### src/rtl/uart_cmd_decoder_pkg.sv
`default_nettype none
// ============================================================================
// Module  : uart_cmd_pkg
// Brief   : Opcodes, decoder state encoding and operand register addresses.
// Revision: 1.0
// ============================================================================
package uart_cmd_pkg;

    localparam logic [7:0] CMD_RF_WR   = 8'hAA;
    localparam logic [7:0] CMD_RF_RD   = 8'hBB;
    localparam logic [7:0] CMD_ALU_OP  = 8'hCC;
    localparam logic [7:0] CMD_ALU_NOP = 8'hDD;

    localparam int unsigned c_opnd_a_addr = 0;
    localparam int unsigned c_opnd_b_addr = 1;

    typedef enum logic [2:0] {
        ST_IDLE    = 3'd0,
        ST_WR_ADDR = 3'd1,
        ST_WR_DATA = 3'd2,
        ST_RD_ADDR = 3'd3,
        ST_ALU_A   = 3'd4,
        ST_ALU_B   = 3'd5,
        ST_ALU_FUN = 3'd6
    } state_t;

endpackage
`default_nettype wire

### src/rtl/uart_cmd_decoder_if.sv
`default_nettype none
// ============================================================================
// Module  : uart_cmd_decoder_if
// Brief   : Receive-byte input and register-file / ALU command outputs.
// Revision: 1.0
// ============================================================================
interface uart_cmd_decoder_if #(
    parameter int DATA_W = 8,
    parameter int ADDR_W = 4,
    parameter int FUN_W  = 4
);
    logic [DATA_W-1:0] rx_p_data;
    logic              rx_d_vld;
    logic              rx_err;
    logic              rf_wr_en;
    logic              rf_rd_en;
    logic [ADDR_W-1:0] rf_addr;
    logic [DATA_W-1:0] rf_wr_data;
    logic              alu_en;
    logic [FUN_W-1:0]  alu_fun;
    logic              alu_clk_en;
    logic              cmd_err;
    logic              busy;

    modport master (
        output rx_p_data, rx_d_vld, rx_err,
        input  rf_wr_en, rf_rd_en, rf_addr, rf_wr_data,
        input  alu_en, alu_fun, alu_clk_en, cmd_err, busy
    );

    modport slave (
        input  rx_p_data, rx_d_vld, rx_err,
        output rf_wr_en, rf_rd_en, rf_addr, rf_wr_data,
        output alu_en, alu_fun, alu_clk_en, cmd_err, busy
    );
endinterface
`default_nettype wire

### src/rtl/uart_cmd_decoder_frame_timer.sv
`default_nettype none
// ============================================================================
// Module  : frame_timer
// Brief   : Saturating inter-byte idle counter with an expiry flag.
// Revision: 1.0
// ============================================================================
module frame_timer #(
    parameter int TIMEOUT_CYC = 4096
) (
    input  wire logic clk,
    input  wire logic rst,
    input  wire logic clr,
    input  wire logic en,
    output logic      expired
);
    localparam int CNT_W = $clog2(TIMEOUT_CYC + 1);

    logic [CNT_W-1:0] r_count;

    always_ff @(posedge clk) begin
        if (rst || clr) begin
            r_count <= '0;
        end else if (en && (r_count != CNT_W'(TIMEOUT_CYC))) begin
            r_count <= r_count + 1'b1;
        end
    end

    // Flags the cycle whose increment makes the count reach TIMEOUT_CYC,
    // so the abort lands on the same edge.
    assign expired = en && (r_count >= CNT_W'(TIMEOUT_CYC - 1));
endmodule
`default_nettype wire

### src/rtl/uart_cmd_decoder.sv
`default_nettype none
// ============================================================================
// Module  : uart_cmd_decoder
// Brief   : Assembles UART bytes into register-file write/read and ALU strobes.
// Revision: 1.0
// ============================================================================
module uart_cmd_decoder
    import uart_cmd_pkg::*;
#(
    parameter int DATA_W      = 8,
    parameter int ADDR_W      = 4,
    parameter int FUN_W       = 4,
    parameter int TIMEOUT_CYC = 4096
) (
    input  wire logic          clk,
    input  wire logic          rst,
    uart_cmd_decoder_if.slave  bus
);
    state_t            r_state, w_state_nxt;
    logic [ADDR_W-1:0] r_addr, w_addr_nxt;
    logic [ADDR_W-1:0] r_rf_addr, w_rf_addr;
    logic [DATA_W-1:0] r_rf_wr_data, w_rf_wr_data;
    logic [FUN_W-1:0]  r_alu_fun, w_alu_fun;
    logic              r_rf_wr_en, r_rf_rd_en, r_alu_en, r_cmd_err;
    logic              r_alu_clk_en, r_busy;
    logic              w_wr_en, w_rd_en, w_alu_en, w_cmd_err;
    logic              w_in_frame, w_abort_err, w_abort_to, w_accept;
    logic              w_addr_bad, w_expired;

    assign w_in_frame  = (r_state != ST_IDLE);
    assign w_abort_err = w_in_frame && bus.rx_err;
    assign w_accept    = bus.rx_d_vld && !w_abort_err;
    assign w_abort_to  = w_expired && !bus.rx_d_vld;
    assign w_addr_bad  = |bus.rx_p_data[DATA_W-1:ADDR_W];

    frame_timer #(.TIMEOUT_CYC(TIMEOUT_CYC)) u_frame_timer (
        .clk     (clk),
        .rst     (rst),
        .clr     (w_accept),
        .en      (w_in_frame),
        .expired (w_expired)
    );

    always_comb begin
        w_state_nxt  = r_state;
        w_addr_nxt   = r_addr;
        w_rf_addr    = r_rf_addr;
        w_rf_wr_data = r_rf_wr_data;
        w_alu_fun    = r_alu_fun;
        w_wr_en      = 1'b0;
        w_rd_en      = 1'b0;
        w_alu_en     = 1'b0;
        w_cmd_err    = 1'b0;
        if (w_abort_err || w_abort_to) begin
            w_state_nxt = ST_IDLE;
            w_cmd_err   = 1'b1;
        end else if (w_accept) begin
            case (r_state)
                ST_IDLE: begin
                    case (bus.rx_p_data)
                        DATA_W'(CMD_RF_WR):   w_state_nxt = ST_WR_ADDR;
                        DATA_W'(CMD_RF_RD):   w_state_nxt = ST_RD_ADDR;
                        DATA_W'(CMD_ALU_OP):  w_state_nxt = ST_ALU_A;
                        DATA_W'(CMD_ALU_NOP): w_state_nxt = ST_ALU_FUN;
                        default:              w_cmd_err   = 1'b1;
                    endcase
                end
                ST_WR_ADDR: begin
                    if (w_addr_bad) begin
                        w_cmd_err   = 1'b1;
                        w_state_nxt = ST_IDLE;
                    end else begin
                        w_addr_nxt  = bus.rx_p_data[ADDR_W-1:0];
                        w_state_nxt = ST_WR_DATA;
                    end
                end
                ST_WR_DATA: begin
                    w_wr_en      = 1'b1;
                    w_rf_addr    = r_addr;
                    w_rf_wr_data = bus.rx_p_data;
                    w_state_nxt  = ST_IDLE;
                end
                ST_RD_ADDR: begin
                    if (w_addr_bad) begin
                        w_cmd_err = 1'b1;
                    end else begin
                        w_rd_en   = 1'b1;
                        w_rf_addr = bus.rx_p_data[ADDR_W-1:0];
                    end
                    w_state_nxt = ST_IDLE;
                end
                ST_ALU_A: begin
                    w_wr_en      = 1'b1;
                    w_rf_addr    = ADDR_W'(c_opnd_a_addr);
                    w_rf_wr_data = bus.rx_p_data;
                    w_state_nxt  = ST_ALU_B;
                end
                ST_ALU_B: begin
                    w_wr_en      = 1'b1;
                    w_rf_addr    = ADDR_W'(c_opnd_b_addr);
                    w_rf_wr_data = bus.rx_p_data;
                    w_state_nxt  = ST_ALU_FUN;
                end
                ST_ALU_FUN: begin
                    w_alu_en    = 1'b1;
                    w_alu_fun   = bus.rx_p_data[FUN_W-1:0];
                    w_state_nxt = ST_IDLE;
                end
                default: w_state_nxt = ST_IDLE;
            endcase
        end
    end

    always_ff @(posedge clk) begin
        if (rst) begin
            r_state      <= ST_IDLE;
            r_addr       <= '0;
            r_rf_addr    <= '0;
            r_rf_wr_data <= '0;
            r_alu_fun    <= '0;
            r_rf_wr_en   <= 1'b0;
            r_rf_rd_en   <= 1'b0;
            r_alu_en     <= 1'b0;
            r_cmd_err    <= 1'b0;
            r_alu_clk_en <= 1'b0;
            r_busy       <= 1'b0;
        end else begin
            r_state      <= w_state_nxt;
            r_addr       <= w_addr_nxt;
            r_rf_addr    <= w_rf_addr;
            r_rf_wr_data <= w_rf_wr_data;
            r_alu_fun    <= w_alu_fun;
            r_rf_wr_en   <= w_wr_en;
            r_rf_rd_en   <= w_rd_en;
            r_alu_en     <= w_alu_en;
            r_cmd_err    <= w_cmd_err;
            // Registered from next state so the gate opens with ALU_FUN itself.
            r_alu_clk_en <= (w_state_nxt == ST_ALU_FUN) || w_alu_en;
            r_busy       <= (w_state_nxt != ST_IDLE);
        end
    end

    assign bus.rf_wr_en   = r_rf_wr_en;
    assign bus.rf_rd_en   = r_rf_rd_en;
    assign bus.rf_addr    = r_rf_addr;
    assign bus.rf_wr_data = r_rf_wr_data;
    assign bus.alu_en     = r_alu_en;
    assign bus.alu_fun    = r_alu_fun;
    assign bus.alu_clk_en = r_alu_clk_en;
    assign bus.cmd_err    = r_cmd_err;
    assign bus.busy       = r_busy;
endmodule
`default_nettype wire
### src/flat_wrapper.sv
// flat-port wrapper written by rule: the top's interface ports become plain ports
module uart_cmd_decoder_flat import uart_cmd_pkg::*;
#(
    parameter int DATA_W      = 8,
    parameter int ADDR_W      = 4,
    parameter int FUN_W       = 4,
    parameter int TIMEOUT_CYC = 4096
)
  (clk, rst, bus_rx_p_data, bus_rx_d_vld, bus_rx_err, bus_rf_wr_en, bus_rf_rd_en, bus_rf_addr, bus_rf_wr_data, bus_alu_en, bus_alu_fun, bus_alu_clk_en, bus_cmd_err, bus_busy);
  uart_cmd_decoder_if #(.DATA_W(DATA_W), .ADDR_W(ADDR_W), .FUN_W(FUN_W)) bus_i ();
  input  wire logic clk;
  input  wire logic rst;
  input wire logic [$bits(bus_i.rx_p_data)-1:0] bus_rx_p_data;
  input wire logic [$bits(bus_i.rx_d_vld)-1:0] bus_rx_d_vld;
  input wire logic [$bits(bus_i.rx_err)-1:0] bus_rx_err;
  output wire logic [$bits(bus_i.rf_wr_en)-1:0] bus_rf_wr_en;
  output wire logic [$bits(bus_i.rf_rd_en)-1:0] bus_rf_rd_en;
  output wire logic [$bits(bus_i.rf_addr)-1:0] bus_rf_addr;
  output wire logic [$bits(bus_i.rf_wr_data)-1:0] bus_rf_wr_data;
  output wire logic [$bits(bus_i.alu_en)-1:0] bus_alu_en;
  output wire logic [$bits(bus_i.alu_fun)-1:0] bus_alu_fun;
  output wire logic [$bits(bus_i.alu_clk_en)-1:0] bus_alu_clk_en;
  output wire logic [$bits(bus_i.cmd_err)-1:0] bus_cmd_err;
  output wire logic [$bits(bus_i.busy)-1:0] bus_busy;
  assign bus_i.rx_p_data = bus_rx_p_data;
  assign bus_i.rx_d_vld = bus_rx_d_vld;
  assign bus_i.rx_err = bus_rx_err;
  assign bus_rf_wr_en = bus_i.rf_wr_en;
  assign bus_rf_rd_en = bus_i.rf_rd_en;
  assign bus_rf_addr = bus_i.rf_addr;
  assign bus_rf_wr_data = bus_i.rf_wr_data;
  assign bus_alu_en = bus_i.alu_en;
  assign bus_alu_fun = bus_i.alu_fun;
  assign bus_alu_clk_en = bus_i.alu_clk_en;
  assign bus_cmd_err = bus_i.cmd_err;
  assign bus_busy = bus_i.busy;
  uart_cmd_decoder #(.DATA_W(DATA_W), .ADDR_W(ADDR_W), .FUN_W(FUN_W), .TIMEOUT_CYC(TIMEOUT_CYC)) u_core (.clk(clk), .rst(rst), .bus(bus_i));
endmodule
### config.mk
export PLATFORM = sky130hd
export DESIGN_NAME = uart_cmd_decoder_flat
export DESIGN_NICKNAME = d
export VERILOG_FILES = /design/src/rtl/uart_cmd_decoder_pkg.sv /design/src/rtl/uart_cmd_decoder_if.sv /design/src/rtl/uart_cmd_decoder_frame_timer.sv /design/src/rtl/uart_cmd_decoder.sv /design/src/flat_wrapper.sv
export SDC_FILE = /design/constraint.sdc
export NUM_CORES = 1
export LEC_CHECK = 0
export BUFFER_PORTS_ARGS = -buffer_cell sky130_fd_sc_hd__buf_4
export CORE_MARGIN = 2
export CORE_UTILIZATION = 55
export DETAILED_ROUTE_END_ITERATION = 8
export PLACE_DENSITY = 0.82
export SYNTH_ARGS = -nofsm -noshare
export SYNTH_HDL_FRONTEND = slang
export SYNTH_SLANG_ARGS = --single-unit
### constraint.sdc
create_clock -name clk -period 4.6 [get_ports clk]
set_clock_uncertainty 0.15 [all_clocks]
set_input_delay 0 -clock clk [delete_from_list [all_inputs] [get_ports clk]]
set_output_delay 0 -clock clk [all_outputs]
set_load 0.1 [all_outputs]
Word level (Yosys, flattened, before mapping)
Cells that the tools add are included.
W data, S select, Z words.
{"block": "classes", "n_addsub": 1, "order_cmp": 1, "n_eq_ne": 13, "n_mux": 17, "n_bitwise": 4, "reduce_logical": 24}
{"cell": "$eq A8 B8 Y1 const B", "count": 4}
{"cell": "$pmux W3 S4", "count": 2}
{"cell": "$pmux W4 S4", "count": 1}
{"cell": "$add A13 B1 Y13 const B", "count": 1}
{"cell": "$ge A13 B12 Y1 const B", "count": 1}
{"cell": "$ne A13 B13 Y1 const B", "count": 1}
{"cell": "$eq A3 B3 Y1 const B", "count": 4}
{"cell": "$reduce_or A4 Y1", "count": 3}
{"cell": "$mux W1", "count": 9}
{"cell": "$reduce_and A4 Y1", "count": 2}
{"cell": "$eq A3 B2 Y1 const B", "count": 2}
{"cell": "$mux W3", "count": 2}
{"cell": "$reduce_and A3 Y1", "count": 2}
{"cell": "$reduce_bool A3 Y1", "count": 2}
{"cell": "$reduce_or A3 Y1", "count": 2}
{"cell": "$logic_and A1 B1 Y1", "count": 5}
{"cell": "$mux W4", "count": 1}
{"cell": "$not A1 Y1", "count": 4}
{"cell": "$reduce_bool A4 Y1", "count": 1}
{"cell": "$eq A3 B1 Y1 const B", "count": 1}
{"cell": "$logic_not A3 Y1", "count": 1}
{"cell": "$logic_or A1 B1 Y1", "count": 3}
{"cell": "$logic_not A1 Y1", "count": 2}
{"cell": "$mux W2", "count": 1}
{"cell": "3 further kinds", "count": 3}
{"block": "word_totals", "regBits": 42, "input_bits": 12, "out_inout_bits": 22, "elab_cells": 72}

Depth between registers and ports, before layout
{"block": "depth", "ltp_word": 8, "mapped_depth": 7, "depth_no_buf": 7}

Modules after synthesis
Synthesis repeated with hierarchy kept, for this count alone.
{"block": "unflattened", "hier_cells": 243, "area_unflattened_um2": 2168.3}
{"module": "uart_cmd_decoder", "n_inst": 1, "cells_each": 149, "area_per_inst_um2": 1363.8, "seq_area_each_um2": 580.6}
{"module": "frame_timer", "n_inst": 1, "cells_each": 94, "area_per_inst_um2": 804.5, "seq_area_each_um2": 260.2}

Worst setup path after synthesis
OpenSTA, ideal clock, no wires.
{"block": "synth_path", "kind": "reg-to-reg", "startpoint": "register u_core.r_state[2]", "endpoint": "register u_core.r_alu_clk_en (netlist: u_core.bus.alu_clk_en)", "setup_time_ps": 96, "arrival_time_ps": 1621, "required_time_ps": 4354, "setup_slack_ps": 2734, "path_stages_with_launch": 8, "path_buffers": 2, "synth_period_minus_slack_ps": 1866, "cell_sequence": "dfxtp_1 -> buf_6 -> nor3_4 -> o21ai_4 -> or3_1 -> buf_6 -> or2_4 -> o41ai_2"}
{"block": "synth_via", "elab_chain_cells": 8, "elab_cells_between_ends": 21, "classes_between": "eq/ne (5); mux (7); reduce/logical (9)"}
{"element": "from (decl)", "line": "uart_cmd_decoder.sv:19", "text": "state_t r_state, w_state_nxt;"}
{"element": "from (signal assigned)", "line": "uart_cmd_decoder.sv:128", "text": "r_state <= w_state_nxt;"}
{"element": "parallel branches: the longest is 7 deep, another holds $pmux W3 S4"}
{"element": "$logic_or A1 B1 Y1 *", "line": "uart_cmd_decoder.sv:138", "text": "r_alu_clk_en <= (w_state_nxt == ST_ALU_FUN) || w_alu_en;"}
{"element": "to (signal assigned)", "line": "uart_cmd_decoder.sv:138"}
{"element": "to (decl)", "line": "uart_cmd_decoder.sv:25", "text": "logic r_alu_clk_en, r_busy;"}
Mark *: on every way between the ends.
A chain may end at the register's enable or synchronous reset.

Final worst setup path
{"block": "layout_path", "startpoint": "register u_core.r_state[2]", "endpoint": "register u_core.r_rf_wr_data[6] (netlist: u_core.bus.rf_wr_data[6])"}
{"block": "layout_via", "elab_chain_cells": 6, "elab_cells_between_ends": 13, "classes_between": "eq/ne (3); bitwise (1); reduce/logical (9)"}
{"element": "$reduce_bool A3 Y1", "line": "uart_cmd_decoder.sv:30", "text": "assign w_in_frame = (r_state != ST_IDLE);"}
{"element": "$logic_and A1 B1 Y1", "line": "uart_cmd_decoder_frame_timer.sv:30", "text": "assign expired = en && (r_count >= CNT_W'(TIMEOUT_CYC - 1));"}
{"element": "$logic_and A1 B1 Y1", "line": "uart_cmd_decoder.sv:33", "text": "assign w_abort_to = w_expired && !bus.rx_d_vld;"}
{"element": "$logic_or A1 B1 Y1", "line": "uart_cmd_decoder.sv:54", "text": "if (w_abort_err || w_abort_to) begin"}
{"element": "$not A1 Y1 (no line)"}
{"element": "$reduce_and A3 Y1 (no line) *"}
{"element": "to (signal assigned)", "line": "uart_cmd_decoder.sv:131", "text": "r_rf_wr_data <= w_rf_wr_data;"}
{"element": "to (decl)", "line": "uart_cmd_decoder.sv:22", "text": "logic [DATA_W-1:0] r_rf_wr_data, w_rf_wr_data;"}
Every way passes the cells marked *; elsewhere a longest branch is shown, timed or not.

==> results.py <==
metrics = {
    "outcome": {
        "status": "finished, final reports clean",
    },
    "synthesis": {
        "netlist_area_um2": 1970,
        "synth_edf_count": 0,
        "synth_seq_area_share_pct": 42.6,
        "async_flop_share_pct": 0,
        "synth-seq-cells": 42,
        "synth_cell_types": 44,
        "syn_avg_cell_area_um2": 9.18,
        "synth_cells": 215,
        "synthesis.nets": 229,
        "synth_flop_cell": "dfxtp_1",
        "yosys_warnings": 0,
    },
    "clocking": {
        "clk_latency_ns": 0.35,
        "clock-sinks": 42,
        "cts_tree": "yes",
        "cts_resized": 0,
        "cts_made_buffers": 5,
        "cts.clk_slew.worst_paths_ns": 0.11,
        "cts_root_buffer": "clkbuf_4",
        "cts_setup_buffers": 0,
        "htreeDepth": 2,
        "clockBufferDepth": 2,
    },
    "detailed_routing": {
        "firstDrtPassIters": 4,
        "avgRoutedWirePerCell_um": 14.5,
        "dr.first_iter.drc_count": 141,
        "routed_wl_um": 4480,
        "via_count": 1749,
        "remaining_drc_errors": 0,
        "via_per_inst": 5.68,
        "postRouteAntennaNets": 0,
    },
    "floorplan": {
        "io_pins": 34,
        "die_w_um": 63.9,
        "row_count": 21,
        "dieArea_um2": 4080,
        "design.core.area_um2": 3390,
        "initial_core_util_pct": 58.2,
        "fp.dieH_um": 63.9,
    },
    "global_routing": {
        "grt-ovfl-total": 0,
        "grt_pass1_vias": 1714,
        "grt_max_degree": 31,
        "antenna_found_initial": 0,
        "grtUsageTotal_pct": 24.4,
        "grt_pass1_wl_um": 7690,
    },
    "critical_path": {
        "worstSetupEndpointType": "flop",
        "arrival_ns": 3.05,
        "cp-start-kind": "flop",
        "cp_max_fo": 19,
        "cp.required_ns": 4.69,
        "path_class": "flop to flop",
    },
    "sta": {
        "min_period_ns": 2.95,
        "max_slew_margin_pct": 52.9,
        "worstMarginPinSlew_ns": 0.706,
        "post-route-period-util_pct": 64.2,
        "setup_viol": 0,
        "hold_violations": 0,
        "maxSlewViolCount": 0,
        "clock.fmax_mhz": 338,
        "rsz0062_at_grt": "false",
        "setup_tns_ns": 0,
    },
    "finish": {
        "nets": 277,
        "layout_common_cells": "nor2_1, dfxtp_1, buf_4",
        "drive_gt1_share_pct": 18.3,
        "n_antenna_cell": 0,
        "final_cells": 308,
        "syn2layout_area_growth_pct": 24.5,
    },
    "power": {
        "power_density_nw_per_um2": 241,
        "ir_drop_mv": 0.173,
        "power_leakage_uw": 0.00103,
    },
    "flow_run": {
        "drv_cap": 0,
    },
    "hold_path": {
        "hold_path.class": "primary input to flop",
    },
    "placement": {
        "gp_congestion": 0.909,
        "placedCellCount": 284,
        "hpwl_um": 2940,
        "portBuffers": 33,
    },
}
-- cell families after synthesis --
family	Yosys count	share of synthesized area, %
fa+ha+maj	2	1.27
flops	42	42.6
xor+xnor	13	5.77
simple gates	87	23.1
compound gates	36	14.1
mux	18	9.13
buf+inv	17	4.06
-- area by class of cell --
cell class,instances,area [um2]
multi-input cells,156,1050
flip-flops and latches,42,841
clock buffers,6,51.3
inverters,7,26.3
fillers,251,933
well taps,46,57.6
repair buffers,51,428
-- metrics by stage --
step           utilization, %  cell area, um2  setup slack [ns]  hold WS (ns)  power (uW)
2_1_floorplan               -            1970              2.73      -0.00606         396
4_1_cts                  72.5            2460              1.77         0.324         597
3_3_place_gp             65.6            2220              2.38         0.119         413
5_1_grt                  72.5            2460              1.50         0.378         617
3_5_place_dp             65.6            2220              2.33         0.134         413
6_report                 72.5            2460              1.65         0.341         592
-- worst paths after layout --
kind,start,endpoint,slack (ns),depth (start not counted)
worst max register to register,u_core.r_state[2]$_SDFF_PP0_,u_core.bus.rf_wr_data[6]$_SDFFE_PP0P_,1.65,6
worst max-delay path,u_core.r_state[2]$_SDFF_PP0_,u_core.bus.rf_wr_data[6]$_SDFFE_PP0P_,1.65,6
worst min register to register,u_core.bus.alu_fun[0]$_SDFFE_PP0P_,u_core.bus.alu_fun[0]$_SDFFE_PP0P_,0.36,2
worst min-delay path,bus_rx_p_data[0],u_core.bus.alu_fun[0]$_SDFFE_PP0P_,0.34,4
-- where the power goes --
group	total, uW	switching (uW)	internal, uW	leakage, uW
Combinational	47.9	28.8	19.1	0.000665
Sequential	366	0.992	365	0.000338
Clock	179	110	68.9	0.0000302
-- registers in the layout, summed over array words and instances (netlist names), 3 cells and up --
register / flops
u_core.bus.alu_fun: 4
u_core.r_addr: 4
u_core.u_frame_timer.r_count: 13
u_core.r_state: 3
u_core.bus.rf_wr_data: 8
u_core.bus.rf_addr: 4
-- worst max-delay path: stages (launching register included) --
cell and delay [ns]:
dfxtp_1 0.79, nor3_4 0.16, o21ai_4 0.32, nand2b_1 0.48
mux2i_1 0.28, nor2_1 0.07, dlygate4sd3_1 0.58
-- synth_stat cells, drive strengths merged (2+ instances only) --
| master | instances | area share [%] |
|---|---|---|
| ha | 2 | 1.3 |
| o21ai | 6 | 2.1 |
| nand3 | 3 | 0.76 |
| nor4 | 6 | 2.7 |
| xor2 | 9 | 4.0 |
| nand4 | 6 | 1.9 |
| xnor2 | 4 | 1.8 |
| dfxtp | 42 | 43 |
| or3 | 2 | 0.63 |
| a211oi | 4 | 1.5 |
| mux2i | 18 | 9.1 |
| nand2 | 9 | 1.7 |
| nor2 | 42 | 8.0 |
| nand2b | 5 | 1.6 |
| buf | 3 | 1.4 |
| o41ai | 3 | 1.7 |
| a21oi | 6 | 1.7 |
| inv | 7 | 1.3 |
| nor3b | 2 | 0.76 |
| a22oi | 4 | 1.5 |
| and4bb | 2 | 1.3 |
| clkbuf | 7 | 1.3 |
| nor3 | 6 | 2.1 |
| a22o | 4 | 1.8 |
-- layer usage --
| layer | vias to the layer above | track usage [%] | part of all wire [%] |
|---|---|---|---|
| li1 | 860 | - | - |
| met1 | 826 | 31.3 | 45 |
| met2 | 52 | 39.3 | 47 |
| met3 | 11 | 4.23 | 5.0 |
| met4 | 0 | 12.5 | 2.5 |
| met5 | - | 0 | 0 |
-- timing repair --
item | 4_1_cts | 5_1_grt
endpoints found under the hold margin | 28 | 0
endpoints found under the setup margin | 0 | 0
hold buffers | 18 | 0
(Power assumes the default switching activity.)
